[config.mk]
export PLATFORM = sky130hd
export DESIGN_NAME = pmem_arbiter
export DESIGN_NICKNAME = d
export VERILOG_FILES = /design/src/rtl/pmem_arbiter_pkg.sv /design/src/rtl/pmem_arbiter_rr_picker.sv /design/src/rtl/pmem_arbiter.sv
export SDC_FILE = /design/constraint.sdc
export NUM_CORES = 1
export LEC_CHECK = 0
export CORE_AREA = 2 2 535 537
export DETAILED_ROUTE_END_ITERATION = 8
export DIE_AREA = 0 0 537 539
export PLACE_DENSITY = 0.3
export SYNTH_ARGS = -nofsm -noshare
export SYNTH_HDL_FRONTEND = slang
export SYNTH_SLANG_ARGS = --single-unit
export TNS_END_PERCENT = 50
[constraint.sdc]
create_clock -name clk -period 5.5 [get_ports clk]
set_clock_uncertainty 0.15 [all_clocks]
set_input_delay 1.1 -clock clk [delete_from_list [all_inputs] [get_ports clk]]
set_output_delay 1.1 -clock clk [all_outputs]
set_load 0.02 [all_outputs]
[src/rtl/pmem_arbiter_pkg.sv]
// Shared types for the pmem_arbiter slice: FSM state, cache-line type and
// the index-width helper used by the arbiter and its picker.
package pmem_arbiter_pkg;

   localparam int LINE_WIDTH_DEFAULT = 256;

   typedef enum logic [1:0] {
      IDLE = 2'd0,
      BUSY = 2'd1,
      RESP = 2'd2
   } pmem_arb_state_t;

   typedef logic [LINE_WIDTH_DEFAULT-1:0] cache_line_t;

   // Width of a port index; never narrower than one bit.
   function automatic int idx_width(input int n);
      return (n > 1) ? $clog2(n) : 1;
   endfunction

endpackage

[src/rtl/pmem_arbiter_rr_picker.sv]
// Combinational requester picker: round-robin from rr_ptr, or fixed lowest-index
// priority when PMEM_ARB_FIXED_PRIORITY_EN is defined (then rr_ptr does not exist).
module pmem_arbiter_rr_picker
   import pmem_arbiter_pkg::*;
#(
   parameter int NUM_PORTS = 2,
   parameter int IDX_W     = idx_width(NUM_PORTS)
) (
   input  logic [NUM_PORTS-1:0] req,
`ifndef PMEM_ARB_FIXED_PRIORITY_EN
   input  logic [IDX_W-1:0]     rr_ptr,
`endif
   output logic [NUM_PORTS-1:0] grant,
   output logic [IDX_W-1:0]     grant_idx,
   output logic                 valid
);

   always_comb begin
      grant     = '0;
      grant_idx = '0;
      valid     = 1'b0;
`ifndef PMEM_ARB_FIXED_PRIORITY_EN
      // First pass covers rr_ptr..NUM_PORTS-1; the second pass supplies the wrap.
      for (int i = 0; i < NUM_PORTS; i++) begin
         if (!valid && req[i] && (IDX_W'(i) >= rr_ptr)) begin
            grant[i]  = 1'b1;
            grant_idx = IDX_W'(i);
            valid     = 1'b1;
         end
      end
`endif
      for (int i = 0; i < NUM_PORTS; i++) begin
         if (!valid && req[i]) begin
            grant[i]  = 1'b1;
            grant_idx = IDX_W'(i);
            valid     = 1'b1;
         end
      end
   end

endmodule

[src/rtl/pmem_arbiter.sv]
// Arbitrates NUM_PORTS cache-line requesters onto one pmem port, one transaction
// at a time. Define PMEM_ARB_FIXED_PRIORITY_EN for fixed lowest-index priority.
module pmem_arbiter
   import pmem_arbiter_pkg::*;
#(
   parameter int NUM_PORTS  = 2,
   parameter int LINE_WIDTH = 256,
   parameter int ADDR_WIDTH = 32
) (
   input  logic                             clk,
   input  logic                             rst_n,
   input  logic [NUM_PORTS-1:0]             req_read,
   input  logic [NUM_PORTS-1:0]             req_write,
   input  logic [NUM_PORTS*ADDR_WIDTH-1:0]  req_address,
   input  logic [NUM_PORTS*LINE_WIDTH-1:0]  req_wdata,
   output logic [NUM_PORTS-1:0]             req_resp,
   output logic [LINE_WIDTH-1:0]            req_rdata,
   output logic                             pmem_read,
   output logic                             pmem_write,
   output logic [ADDR_WIDTH-1:0]            pmem_address,
   output logic [LINE_WIDTH-1:0]            pmem_wdata,
   input  logic                             pmem_resp,
   input  logic [LINE_WIDTH-1:0]            pmem_rdata
);

   localparam int IDX_W = idx_width(NUM_PORTS);

   // Handshake: a port raises req_read or req_write and holds it until its
   // one-cycle req_resp pulse; pmem strobes stay high until the one-cycle pmem_resp.
   pmem_arb_state_t        state, state_next;
   logic [NUM_PORTS-1:0]   pick_grant;
   logic [IDX_W-1:0]       pick_idx;
   logic                   pick_valid;
   logic [ADDR_WIDTH-1:0]  lat_addr;
   logic [LINE_WIDTH-1:0]  lat_wdata;
   logic                   lat_write;
   logic [IDX_W-1:0]       lat_idx;
   logic [LINE_WIDTH-1:0]  rdata_q;

`ifndef PMEM_ARB_FIXED_PRIORITY_EN
   logic [IDX_W-1:0]       rr_ptr;
`endif

   pmem_arbiter_rr_picker #(
      .NUM_PORTS (NUM_PORTS),
      .IDX_W     (IDX_W)
   ) u_picker (
      .req       (req_read | req_write),
`ifndef PMEM_ARB_FIXED_PRIORITY_EN
      .rr_ptr    (rr_ptr),
`endif
      .grant     (pick_grant),
      .grant_idx (pick_idx),
      .valid     (pick_valid)
   );

   always_ff @(posedge clk or negedge rst_n) begin
      if (!rst_n) state <= IDLE;
      else        state <= state_next;
   end

   always_comb begin
      state_next = state;
      case (state)
         IDLE:    if (pick_valid) state_next = BUSY;
         BUSY:    if (pmem_resp)  state_next = RESP;
         RESP:    state_next = IDLE;
         default: state_next = IDLE;
      endcase
   end

   always_comb begin
      pmem_read  = 1'b0;
      pmem_write = 1'b0;
      req_resp   = '0;
      case (state)
         BUSY: begin
            pmem_read  = !lat_write;
            pmem_write = lat_write;
         end
         RESP:    req_resp[lat_idx] = 1'b1;
         default: ;
      endcase
   end

   // Write wins when a port illegally raises both strobes.
   always_ff @(posedge clk or negedge rst_n) begin
      if (!rst_n) begin
         lat_addr  <= '0;
         lat_wdata <= '0;
         lat_write <= 1'b0;
         lat_idx   <= '0;
         rdata_q   <= '0;
      end else begin
         if (state == IDLE && pick_valid) begin
            lat_addr  <= req_address[pick_idx*ADDR_WIDTH +: ADDR_WIDTH];
            lat_wdata <= req_wdata[pick_idx*LINE_WIDTH +: LINE_WIDTH];
            lat_write <= |(pick_grant & req_write);
            lat_idx   <= pick_idx;
         end
         if (state == BUSY && pmem_resp && !lat_write) rdata_q <= pmem_rdata;
      end
   end

`ifndef PMEM_ARB_FIXED_PRIORITY_EN
   always_ff @(posedge clk or negedge rst_n) begin
      if (!rst_n) begin
         rr_ptr <= '0;
      end else if (state == IDLE && pick_valid) begin
         rr_ptr <= (pick_idx == IDX_W'(NUM_PORTS-1)) ? '0 : pick_idx + 1'b1;
      end
   end
`endif

   assign pmem_address = lat_addr;
   assign pmem_wdata   = lat_wdata;
   assign req_rdata    = rdata_q;

endmodule

==> run_results.csv <==
group,metric,value,unit
pwr,p_int,15500,uW
yosys,ys_ff_latch,549,
yosys,synth_area_leaders,"dfrtp_1 60%, a221o_1 13%, mux2_1 12%",
timing,finalSetupViolations,0,
detailed_routing,drtPass1Iterations,7,
yosys,syn_avg_cell_area,14.7,um2
pwr,power_frac_clock,20.5,%
yosys,synth_area,22900,um2
clock_network,cts_sinks,549,
pwr,ir_drop,0.219,mV
detailed_routing,drt_wl_total,177,mm
finish,mostFrequentLayoutCell,"clkdlybuf4s50_1",
global_routing,antenna_found_initial,118,
worst_hold_path,hp-class,"input port to asynchronous set/reset pin",
finish,seqCellArea,13700,um2
pwr,cellLeakagePower,0.0165,uW
yosys,syn_nets,2398,
clock_network,clk_path_buf_depth,4,
yosys,seq_area_frac_synth,60.1,%
clock_network,htree_levels,3,
global_routing,grt_pass1_wl,229,mm
yosys,synth.distinct_cells,25,
finish,area_delta_synth_final,91.7,%
placement,gp_congestion,0.849,
clock_network,clk_pin_slew,0.06,ns
clock_network,numCtsBuffers,83,
global_routing,overflow,0,
die,die_h,539,um
worst_setup_path,cp-start-kind,"register",
detailed_routing,via_per_inst,3.14,
clock_network,root_buffer,"clkbuf_16",
timing,whs,0.170,ns
yosys,synth_area_leader_cell,"dfrtp_1",
pwr,pwr-share-seq,28.7,%
finish,fillers,31500,
pwr,p_switching,10500,uW
detailed_routing,ant_nets,0,
timing,worst_pin_slew,1.07,ns
yosys,synth_top_area_share,60.1,%
die,ios,1387,
die,rows,196,
detailed_routing,drc,0,
clock_network,clock_latency,0.75,ns
finish,multi_input_area,8130,um2
finish,layout-drive-gt1-share,7.26,%
worst_setup_path,crit_fanout,5,
finish,nets,3775,
worst_setup_path,end_kind,"primary output",
global_routing,grt_max_degree,118,
die,fp.dieArea,289000,um2
timing,hold_viol_final,0,
pwr,p_per_area,593,nW/um2
worst_setup_path,setup.worst_path.class,"register to primary output",
detailed_routing,num_vias,21300,
detailed_routing,drt_iter0_markers,1162,
status,run_status,"complete, no violations",
clock_network,cts.repair.resized,0,
finish,mostFrequentLayoutCells,"1385 x clkdlybuf4s50_1, 549 x dfrtp_1, 289 x a221o_1, 240 x mux2_1, 187 x a21boi_1",
detailed_routing,drt-wirelength-per-cell,26.1,um
timing,period_minus_slack,3.62,ns
global_routing,track_usage,11.7,%
pwr,sw_frac_of_total,40.3,%
clock_network,cts_setup_buffers,0,
worst_setup_path,cp.required,4.25,ns
yosys,yosys_warnings,0,
placement,io_buffer_count,1386,
timing,fmax,276,MHz
timing,fin_crit_sh,65.8,%
die,core,284000,um2
global_routing,grt_pass1_vias,22200,
timing,final.setup.tns,0,ns
timing,max_slew_margin,28.7,%
timing,rsz0062_at_grt,"no",
die,die_x,537,um
clock_network,cts_tree,"yes",
die,initial_core_util,8.05,%
timing,drv_slew,0,
pwr,p_comb_share,50.9,%
placement,post-dp-hpwl,143,mm
worst_setup_path,worstPathArrival,2.37,ns
run,drv_cap,0,
clock_network,hold_buffers,0,
yosys,synthCells,1559,
==> worst paths after layout <==
path                               start              to  slack [ns]  depth (start not counted)
max reg2reg                     state[1]  pmem_wdata[63]        2.91                          5
min                                rst_n   req_rdata[87]        0.17                          1
min reg2reg                req_rdata[67]   req_rdata[67]        0.33                          1
max in group asynchronous          rst_n  pmem_wdata[39]        3.71                          2
max                             state[1]      pmem_write        1.88                          3
min in group clk           req_rdata[67]   req_rdata[67]        0.33                          1
==> cell type report <==
type	count	area share (%)
diodes	26	0.149
clock buffers	124	5.62
clock inverters	14	0.314
inverters	1	0.00857
multi-input cells	852	18.6
flip-flops and latches	549	31.4
well taps	3762	10.7
repair buffers	1449	33.2
==> cell families after synthesis <==
family                 after synthesis  synth area share, %
AO/OA/AOI/OAI                      582                 22.5
buffers and inverters              158                 4.40
flip-flops                         549                 60.1
multiplexers                       256                 12.6
AND/OR/NAND/NOR                     14                0.389
==> cell usage after synthesis (all sizes together) <==
cell type,count
a21boi,288
a21o,1
a21oi,1
a221o,289
and2,1
and3,1
and3b,3
buf,82
clkbuf,75
dfrtp,549
inv,1
mux2,256
nand2,1
nand2b,1
nor2,5
nor3b,1
o21ai,2
o221a,1
or4,1
==> critical path, stage by stage (launching register included) <==
cell and delay (ns):
dfrtp_1 0.43, nand2b_1 0.20, nor2_1 0.10, clkdlybuf4s50_1 0.88
==> power by group through the flow <==
stage	clock (uW)	sequential, uW	combinational (uW)
after floorplan	0	9510	3890
after global placement	0	7520	13400
after detailed placement	0	7490	13400
after CTS	5580	7490	13500
after global routing	5710	7720	14000
final	5320	7450	13200
==> sequential cells by signal, indices dropped and copies added (netlist names) <==
register and cells:
pmem_address 32, lat_write 1, lat_idx 1, rr_ptr 1, pmem_wdata 256, req_rdata 256
state 2
==> per-stage QoR <==
| stage | utilization (%) | cell area (um2) | power, uW | std cells | worst slack, ns |
|---|---|---|---|---|---|
| 6_report | 15.4 | 43800 | 26000 | 6777 | 1.88 |
| 5_1_grt | 15.4 | 43800 | 27400 | 6755 | 1.67 |
| 4_1_cts | 15.4 | 43700 | 26500 | 6751 | 1.61 |
| 3_5_place_dp | 14.5 | 41100 | 20900 | 6613 | 1.76 |
| 3_3_place_gp | 14.5 | 41100 | 20900 | 6613 | 1.69 |
| 2_1_floorplan | - | 22900 | 13400 | 1559 | 3.00 |
==> per-layer routing <==
layer	global-route usage, %	vias up	wire length (um)
li1	-	8893	-
met1	13.8	10800	71400
met2	19.2	1247	81500
met3	5.42	274	19600
met4	2.73	70	3900
met5	0	-	459
No activity file was read; power rests on OpenSTA's default activity.
